--- config.mk ---
export PLATFORM = sky130hd
export DESIGN_NAME = load_queue_fu
export DESIGN_NICKNAME = d
export VERILOG_FILES = /design/src/rtl/load_queue_fu.sv
export SDC_FILE = /design/constraint.sdc
export NUM_CORES = 1
export LEC_CHECK = 0
export ABC_AREA = 1
export CAP_MARGIN = 10
export CORE_ASPECT_RATIO = 0.8
export CORE_MARGIN = 10
export CORE_UTILIZATION = 50
export DETAILED_ROUTE_END_ITERATION = 7
export HOLD_SLACK_MARGIN = 0.06
export PLACE_DENSITY = 0.75
export SLEW_MARGIN = 30
export SYNTH_ARGS = -nofsm -noshare
export SYNTH_HDL_FRONTEND = slang
export SYNTH_SLANG_ARGS = --single-unit
--- constraint.sdc ---
create_clock -name clock -period 6.75 [get_ports clock]
set_input_delay 1.35 -clock clock [delete_from_list [all_inputs] [get_ports clock]]
set_output_delay 1.35 -clock clock [all_outputs]
set_load 0.05 [all_outputs]
--- src/rtl/load_queue_fu.sv ---
// load_queue_fu: multi-entry load functional unit.
// Loads are issued into a circular queue. Their effective addresses are
// computed at issue, and one memory read is sent at a time in program order.
// The addressed byte/half/word is extracted and extended, and results retire
// to the CDB in issue order.
//
// Handshakes:
//   issue : a load is taken on a rising edge where issue_valid && issue_ready.
//   memory: the request is taken on a rising edge where mem_req && mem_ack.
//           mem_req/mem_addr/mem_size hold until then. mem_ack alone is ignored.
//   cdb   : the head result is taken on a rising edge where out_valid && out_ack.
//           out_ack alone is ignored.
// Every output is derived only from registered state, so no handshake input
// reaches an output combinationally.
module load_queue_fu #(
  parameter int XLEN  = 32,
  parameter int DEPTH = 4,
  parameter int TAG_W = 5
) (
  input  logic                       clock,
  input  logic                       reset,
  input  logic                       flush,
  input  logic                       issue_valid,
  output logic                       issue_ready,
  input  logic [XLEN-1:0]            issue_base,
  input  logic [XLEN-1:0]            issue_imm,
  input  logic [2:0]                 issue_funct3,
  input  logic [TAG_W-1:0]           issue_tag,
  output logic                       mem_req,
  output logic [XLEN-1:0]            mem_addr,
  output logic [1:0]                 mem_size,
  input  logic                       mem_ack,
  input  logic [XLEN-1:0]            mem_rdata,
  output logic                       out_valid,
  output logic [TAG_W-1:0]           out_tag,
  output logic [XLEN-1:0]            out_data,
  output logic                       out_excp,
  input  logic                       out_ack,
  output logic [$clog2(DEPTH+1)-1:0] count
);

  localparam int PW = (DEPTH > 1) ? $clog2(DEPTH) : 1;
  localparam int CW = $clog2(DEPTH + 1);

  // Per-entry lifecycle: FREE -> PEND (allocated) -> DONE (result ready) -> FREE
  typedef enum logic [1:0] {
    E_FREE = 2'd0,
    E_PEND = 2'd1,
    E_DONE = 2'd2
  } ent_state_t;

  // Entry control state (async reset)
  ent_state_t        r_state [DEPTH];
  logic [PW-1:0]     r_tail;
  logic [PW-1:0]     r_mptr;
  logic [PW-1:0]     r_head;
  logic [CW-1:0]     r_count;

  // Entry payload (written only when an entry is allocated or completes)
  logic [TAG_W-1:0]  r_tag   [DEPTH];
  logic [2:0]        r_f3    [DEPTH];
  logic [XLEN-1:0]   r_addr  [DEPTH];
  logic [XLEN-1:0]   r_data  [DEPTH];
  logic [DEPTH-1:0]  r_excp;

  // Decoded view of the entry at the memory pointer
  ent_state_t        w_m_state;
  logic [2:0]        w_m_f3;
  logic [XLEN-1:0]   w_m_addr;
  logic              w_m_pend;
  logic              w_m_fault;
  logic              w_mem_req;
  logic              w_mem_fire;
  logic              w_m_trap;

  // Queue-level handshake decisions
  logic              w_issue_ready;
  logic              w_alloc;
  logic              w_out_valid;
  logic              w_retire;

  // Load-data extraction
  logic [31:0]       w_word;
  logic [7:0]        w_byte;
  logic [15:0]       w_half;
  logic              w_zext;
  logic [XLEN-1:0]   w_ext;
  logic [XLEN-1:0]   w_eff_addr;

  // Only LB, LH, LW, LBU, LHU are loads this unit executes.
  function automatic logic f3_legal(input logic [2:0] f3);
    return (f3 == 3'b000) || (f3 == 3'b001) || (f3 == 3'b010) ||
           (f3 == 3'b100) || (f3 == 3'b101);
  endfunction

  // Halves need an even address; words need a 4-byte aligned address.
  function automatic logic misaligned(input logic [2:0] f3, input logic [1:0] lo);
    return ((f3[1:0] == 2'b01) && lo[0]) ||
           ((f3[1:0] == 2'b10) && (lo != 2'b00));
  endfunction

  // Pointers wrap modulo DEPTH, which need not be a power of two.
  function automatic logic [PW-1:0] ptr_inc(input logic [PW-1:0] p);
    return (p == PW'(DEPTH - 1)) ? '0 : p + PW'(1);
  endfunction

  // Decode the entry at mptr: issue a request, or turn a bad load into an exception.
  always_comb begin
    w_m_state  = r_state[r_mptr];
    w_m_f3     = r_f3[r_mptr];
    w_m_addr   = r_addr[r_mptr];
    w_m_pend   = (w_m_state == E_PEND);
    w_m_fault  = !f3_legal(w_m_f3) || misaligned(w_m_f3, w_m_addr[1:0]);
    w_mem_req  = w_m_pend && !w_m_fault;
    w_mem_fire = w_mem_req && mem_ack;
    w_m_trap   = w_m_pend && w_m_fault;
  end

  // Queue occupancy and the issue/retire handshakes.
  always_comb begin
    w_issue_ready = (r_count < CW'(DEPTH));
    w_alloc       = issue_valid && w_issue_ready;
    w_out_valid   = (r_state[r_head] == E_DONE);
    w_retire      = w_out_valid && out_ack;
    w_eff_addr    = issue_base + issue_imm;
  end

  // Select the addressed byte/half/word from the low word and extend to XLEN.
  always_comb begin
    w_word = mem_rdata[31:0];
    w_byte = w_word[{w_m_addr[1:0], 3'b000} +: 8];
    w_half = w_word[{w_m_addr[1], 4'b0000} +: 16];
    w_zext = w_m_f3[2];
    w_ext  = '0;
    case (w_m_f3[1:0])
      2'b00:   w_ext = w_zext ? XLEN'(w_byte) : XLEN'($signed(w_byte));
      2'b01:   w_ext = w_zext ? XLEN'(w_half) : XLEN'($signed(w_half));
      default: w_ext = XLEN'($signed(w_word));
    endcase
  end

  // Outputs; payload fields read as zero whenever the matching valid is low.
  always_comb begin
    issue_ready = w_issue_ready;
    mem_req     = w_mem_req;
    mem_addr    = w_mem_req ? w_m_addr : '0;
    mem_size    = w_mem_req ? w_m_f3[1:0] : 2'b00;
    out_valid   = w_out_valid;
    out_tag     = w_out_valid ? r_tag[r_head] : '0;
    out_data    = w_out_valid ? r_data[r_head] : '0;
    out_excp    = w_out_valid ? r_excp[r_head] : 1'b0;
    count       = r_count;
  end

  // Entry states, pointers and count; flush wins over every other event.
  always_ff @(posedge clock or posedge reset) begin
    if (reset) begin
      for (int i = 0; i < DEPTH; i++) begin
        r_state[i] <= E_FREE;
      end
      r_tail  <= '0;
      r_mptr  <= '0;
      r_head  <= '0;
      r_count <= '0;
    end else if (flush) begin
      for (int i = 0; i < DEPTH; i++) begin
        r_state[i] <= E_FREE;
      end
      r_tail  <= '0;
      r_mptr  <= '0;
      r_head  <= '0;
      r_count <= '0;
    end else begin
      // alloc, completion and retire always touch three different entries
      if (w_alloc) begin
        r_state[r_tail] <= E_PEND;
        r_tail          <= ptr_inc(r_tail);
      end
      if (w_mem_fire || w_m_trap) begin
        r_state[r_mptr] <= E_DONE;
        r_mptr          <= ptr_inc(r_mptr);
      end
      if (w_retire) begin
        r_state[r_head] <= E_FREE;
        r_head          <= ptr_inc(r_head);
      end
      case ({w_alloc, w_retire})
        2'b10:   r_count <= r_count + CW'(1);
        2'b01:   r_count <= r_count - CW'(1);
        default: r_count <= r_count;
      endcase
    end
  end

  // Entry payload: capture the load on alloc and its result on completion.
  always_ff @(posedge clock) begin
    if (!reset && !flush) begin
      if (w_alloc) begin
        r_tag[r_tail]  <= issue_tag;
        r_f3[r_tail]   <= issue_funct3;
        r_addr[r_tail] <= w_eff_addr;
      end
      if (w_mem_fire) begin
        r_data[r_mptr] <= w_ext;
        r_excp[r_mptr] <= 1'b0;
      end else if (w_m_trap) begin
        r_data[r_mptr] <= '0;
        r_excp[r_mptr] <= 1'b1;
      end
    end
  end

endmodule

==> reports/metrics.cfg, run 1 <==
[status]
status=completed

[setup_path]
cp-endpoint=mem_addr[24]
reg2reg_slack_ns=3.38
startpoint_type=flop
reg2reg_to=r_data[1][1]
end_kind=output port
startpoint=r_mptr[1]
critPathRequiredTime_ns=5.40
r2r-start=r_mptr[0]
cp_max_fo=41
crit_type=flop to output port
crit_arrival_ns=4.39
worstRegToRegCells=13

[drt]
drt_iter0_markers=1036
antenna_left=0
vias_per_cell=5.43
first_pass_iters=5
via_count=11900
drc=0
drt-total-wl_um=40600
wire_per_inst_um=18.6

[floorplan]
die_h_um=177
std_cell_rows=57
start_util_pct=50.8
io_pins=188
die_width_um=216
die-area_mm2=0.0383
core_area_mm2=0.0304

[grt]
grt_max_degree=78
grt_use_total_pct=20.6
grt_pass1_vias=11500
grt_pass1_wl_um=63700
antenna_found_initial=2
globalRouteOverflowTotal=0

[clock_tree]
clkTransAtPathRegs_ns=0.06
clock-sinks=309
clockRootBuffer=clkbuf_16
cts_hold_buf=0
postCtsSetupBuffers=0
cts_tree=yes
clockBufferDepth=3
clk_latency_ns=0.57
ctsResizeCount=0
cts_made_buffers=31
htree_levels=1

[synth]
postSynthNetCount=1733
ys_warn_count=0
netlist_instances=1578
syn_avg_cell_area_um2=9.78
seq_area_frac_synth_pct=59.6
synth_cell_type_count=47
netlist_area_mm2=0.0154
ys_ff_latch=309

[power_and_ir_drop]
p_per_area_mw_per_mm2=331
power_mw=6.17
vdd_ir_drop_max_mv=0.222
power.leakage_nw=7.01

[sta]
fin_setup_tns_ns=0
post-route-period-util_pct=85.1
max_freq_mhz=174
final_max_slew_viol_count=0
setup-violations-final=0
hold_violations=0
period_minus_slack_ns=5.74
slew-limit-headroom_pct=39.5
tightest_slew_ns=0.907
fin_worst_skew_ns=0.0186
rsz0062_at_grt=no

[cells_and_area]
fin_nets=1902
layout_common_cells=349 x nor2_1, 292 x edfxtp_1, 224 x nand2_1
synthToLayoutAreaGrowth_pct=20.7
stdcell_count=2186
final_core_util_pct=61.3
drive_gt1_share_pct=7.17
mostFrequentLayoutCell=nor2_1

[job]
drv_cap=0

[place]
dp_hpwl_um=28100
dp.cells=2127
portBuffers=187
gp_congestion=0.929

[hold_path]
hold_path_class=flop to flop

==> cells by family (layout without fill, tap and decap cells) <==
logic type	after synthesis	after routing	synth area share [%]
AOI/OAI and AO/OA	345	345	11.7
xor gates and xnor gates	22	22	1.25
adders and majority gates	45	45	3.75
buffers and inverters	154	348	4.41
DFF	309	309	59.6
muxes	1	1	0.0649
other	0	1	0
and+or+nand+nor	702	702	19.3
==> routing by layer <==
metal	up-vias	GRT usage (%)	share of wire (%)	wire length, µm
met5	-	0	0.049	20
met1	5635	28.7	45	18300
met4	2	5.06	2.2	875
li1	5761	-	-	-
met3	67	3.64	7.1	2870
met2	407	32.7	46	18500
==> registers in the layout, summed over array words and instances (netlist names), named ones only <==
name     flops
r_mptr       2
count        3
r_head       2
r_f3        12
r_addr     128
r_data     128
r_state      8
r_tag       20
r_tail       2
==> through the flow <==
step	hold WS, ns	setup WS [ns]	area (µm²)
global route	0.579	0.729	18600
floorplan	0.579	1.81	15400
global placement	0.511	1.63	17600
detailed placement	0.534	1.58	17600
finish	0.540	1.01	18600
CTS	0.548	0.954	18600
==> cell usage after synthesis (all sizes together) <==
cell type | n | area, µm²
a31oi | 1 | 6.26
and2 | 1 | 6.26
or2 | 17 | 106
o211ai | 4 | 30.0
nand3 | 57 | 338
o21bai | 4 | 30.0
edfxtp | 292 | 8770
mux2i | 1 | 10.0
dfrtp | 17 | 425
xnor2 | 4 | 35.0
ha | 43 | 538
o21ai | 191 | 960
o22ai | 1 | 6.26
a21oi | 128 | 648
a21boi | 4 | 30.0
o2111ai | 4 | 35.0
a22oi | 3 | 22.5
nor3 | 9 | 45.0
inv | 86 | 325
nand4 | 8 | 65.1
nand2 | 239 | 970
nand3b | 1 | 7.51
fa | 2 | 40.0
buf | 31 | 216
nor4 | 4 | 25.0
a21o | 4 | 30.0
o21a | 1 | 7.51
nor2 | 366 | 1410
clkbuf | 37 | 139
xor2 | 18 | 158
==> layout make-up <==
type,instances,area [µm²]
Clock buffer,44,845
Antenna cell,1,2.50
Timing Repair Buffer,204,2000
Clock inverter,14,149
Tap cell,413,517
Sequential cell,309,9200
Multi-Input combinational cell,1115,5590
Inverter,86,325
Fill cell,2519,11800
==> power breakdown <==
part,leakage (nW),switching (mW),internal [mW]
sequential,2.86,0.0455,2.38
clock,0.477,0.714,0.956
combinational,3.67,1.48,0.591
total,7.01,2.24,3.92
==> worst max-delay path, cell delays in order, from the launching register on <==
cell and delay, ns:
dfrtp_1 0.38, inv_2 0.59, nand3_1 0.16, nand2_1 0.10, buf_4 0.30, nand2_2 0.13, nand2_4 0.13, nand3_2 0.69
a21oi_1 0.44, clkdlybuf4s50_1 0.88
==> worst min-delay path by stage <==
stage,startpoint,end,slack [ns],cells past startpoint
6_report,count[0],count[0],0.54,1
5_1_grt,count[0],count[0],0.58,1
4_1_cts,count[2],count[2],0.55,2
3_5_place_dp,count[2],count[2],0.53,2
3_3_place_gp,count[2],count[2],0.51,2
2_1_floorplan,r_tail[1],r_tail[1],0.58,2
Power figures use the tool's default switching activity.
==> inputs of run 2 (changes only) <==
--- a/config.mk
+++ b/config.mk
@@ -10,10 +10,10 @@
 export CORE_ASPECT_RATIO = 0.8
 export CORE_MARGIN = 10
 export CORE_UTILIZATION = 50
+export CTS_CLUSTER_DIAMETER = 200
 export DETAILED_ROUTE_END_ITERATION = 7
 export HOLD_SLACK_MARGIN = 0.06
 export PLACE_DENSITY = 0.75
-export SLEW_MARGIN = 30
 export SYNTH_ARGS = -nofsm -noshare
 export SYNTH_HDL_FRONTEND = slang
 export SYNTH_SLANG_ARGS = --single-unit
==> results of run 2 <==
No change in the layout: final DEF, timing and power equal those of run 1.
==> inputs of run 3 (changes only) <==
--- a/config.mk
+++ b/config.mk
@@ -7,10 +7,9 @@
 export LEC_CHECK = 0
 export ABC_AREA = 1
 export CAP_MARGIN = 10
-export CORE_ASPECT_RATIO = 0.8
 export CORE_MARGIN = 10
 export CORE_UTILIZATION = 50
-export CTS_CLUSTER_DIAMETER = 200
+export CTS_CLUSTER_DIAMETER = 100
 export DETAILED_ROUTE_END_ITERATION = 7
 export HOLD_SLACK_MARGIN = 0.06
 export PLACE_DENSITY = 0.75
==> run 3 against run 2 <==
  * Register-to-register slack worse by 0.41 ns
  * Die area down 0.12%
  * Cell count down 1.1%
  * Worst hold slack worse by 0.0051 ns
  * Sequential power about the same
  * Total power up 0.60%
  * Non-clock buffer count down 3
  * Sequential share of layout area about the same
  * Wire length up 2.5%
  * Count of clock-buffer cells in the layout down 1
  * Largest cell class unchanged
  * Largest power group unchanged
==> reports/metrics.cfg, run 3 (synthesis gave the netlist of run 1 again) <==
[sta]
hold-worst-slack_ns=0.535  ; -0.00513 ns
setup-violations-final=0  ; unchanged
fin_worst_skew_ns=0.0156  ; -0.00298 ns
max_freq_mhz=175  ; +0.53%
slew-limit-headroom_pct=24.7  ; -15 points
fin_setup_tns_ns=0  ; unchanged
tightest_slew_ns=1.13  ; +0.220 ns
period_minus_slack_ns=5.71  ; -0.0302 ns
post-route-period-util_pct=84.6  ; -0.45 points
rsz0062_at_grt=no
hold_violations=0  ; unchanged
final_max_slew_viol_count=0  ; unchanged
worst_slack_ns=1.04  ; +0.0302 ns

[setup_path]
startpoint_type=flop
crit_type=flop to output port
crit_arrival_ns=4.36  ; -0.03 ns
reg2reg_to=r_data[1][3]
cp-endpoint=mem_addr[24]
cp_max_fo=41  ; unchanged
slowest_delay_ns=0.88  ; about the same
cp_slowest_cell=clkdlybuf4s50_1
critPathRequiredTime_ns=5.40  ; about the same
end_kind=output port
worstRegToRegCells=13  ; unchanged
crit_chain=inv_2 > nand3_1 > nand2_1 > buf_4 > nand2_2 > nand2_4 > nand3_2 > a21oi_1 > clkdlybuf4s50_1
reg2reg_slack_ns=2.97  ; -0.41 ns
startpoint=r_mptr[1]
r2r-start=r_mptr[0]

[drt]
via_count=12100  ; +2.1%
drt_iter0_markers=1102  ; +6.4%
vias_per_cell=5.61  ; +3.2%
drt-total-wl_um=41600  ; +2.5%
first_pass_iters=6  ; +1
antenna_left=0  ; unchanged
drc=0  ; unchanged
wire_per_inst_um=19.2  ; +3.6%

[cells_and_area]
layout_common_cells=349 x nor2_1, 292 x edfxtp_1, 223 x nand2_1
mostFrequentLayoutCell=nor2_1
drive_gt1_share_pct=6.96  ; -0.21 points
stdcell_count=2163  ; -1.1%
final_area_mm2=0.0186  ; about the same
diodes=0  ; -1
multi_input_area_mm2=0.00560  ; +0.22%
fillCellCount=2451  ; -2.7%
layout.area.seq_mm2=0.00920  ; unchanged
reg_top3=r_addr: 128 flops, r_data: 128 flops, r_tag: 20 flops
fin_nets=1899  ; -0.16%
synthToLayoutAreaGrowth_pct=20.6  ; about the same

[floorplan]
core_area_mm2=0.0305  ; +0.42%
die_width_um=196  ; -9.6%
start_util_pct=50.6  ; -0.21 points
die-area_mm2=0.0383  ; -0.12%
io_pins=188  ; unchanged
die_h_um=196  ; +10%
std_cell_rows=64  ; +12%

[status]
status=completed

[clock_tree]
clockRootBuffer=clkbuf_16
clock-sinks=309  ; unchanged
cts_made_buffers=31  ; unchanged
clockBufferDepth=3  ; unchanged
cts_tree=yes
ctsResizeCount=0  ; unchanged
postCtsSetupBuffers=0  ; unchanged
htree_levels=1  ; unchanged
cts_hold_buf=0  ; unchanged
clkTransAtPathRegs_ns=0.06  ; about the same
clk_latency_ns=0.56  ; about the same

[grt]
gr-usage-met3_pct=3.85  ; +0.21 points
grt_use_total_pct=20.8  ; +0.29 points
grtUsageMet1_pct=26.5  ; -2.2 points
met2_usage_pct=35.2  ; +2.4 points
globalRouteOverflowTotal=0  ; unchanged
grt_pass1_vias=12000  ; +4.4%
antenna_found_initial=1  ; -1
top_usage_layer=met2
grt_max_degree=80  ; +2.6%
grt_pass1_wl_um=64600  ; +1.3%

[power_and_ir_drop]
p_per_area_mw_per_mm2=333  ; +0.67%
power.leakage_nw=7.01  ; about the same
vdd_ir_drop_max_mv=0.199  ; -10%

[job]
drv_cap=0  ; unchanged

[place]
dp.cells=2107  ; -0.94%
post-place-ws_ns=1.63  ; +0.0427 ns
gp_congestion=0.930  ; +0.11%
place_area_mm2=0.0176  ; -0.18%
portBuffers=187  ; unchanged
dp_hpwl_um=28300  ; +0.67%

[hold_path]
hold_path_class=flop to flop

## run 3: worst max-delay path, delay by kind of cell, from the launching register on
kind	cells	cell delay (ns)
buffers and inverters	3	1.77
DFF	1	0.38
AOI/OAI and AO/OA	1	0.43
and+or+nand+nor	5	1.19
## run 3: cell type report
cell class / instances / share of cell area (%)
clock inverter: 13 / 0.881
timing repair buffer: 201 / 10.6
sequential: 309 / 49.4
tap: 396 / 2.66
clock buffer: 43 / 4.57
multi-input combinational: 1115 / 30.1
inverter: 86 / 1.75
## run 3: through the flow
stage	util, %	total power, mW
floorplan	-	3.89
global placement	57.7	4.48
detailed placement	57.7	4.52
CTS	61.0	6.22
global route	61.0	6.49
finish	61.0	6.20
## run 3: power breakdown
group | internal, mW | total, mW | switching [mW]
Clock | 1.02 | 1.71 | 0.681
Sequential | 2.38 | 2.42 | 0.0386
Combinational | 0.590 | 2.08 | 1.49
## run 3: worst min path at each step
stage                      to  slack (ns)       from  depth (start not counted)
global route         count[2]        0.56   count[2]                          2
CTS                  count[0]        0.54   count[0]                          1
finish               count[0]        0.53   count[0]                          1
floorplan           r_tail[1]        0.58  r_tail[1]                          2
detailed placement   count[0]        0.53   count[0]                          1
global placement     count[0]        0.52   count[0]                          1
## run 3: routing by layer
metal  vias up  part of all wire (%)
met3        94                   7.7
met1      5770                    41
li1       5761                     -
met5         -                 0.048
met2       500                    48
met4         2                   3.0
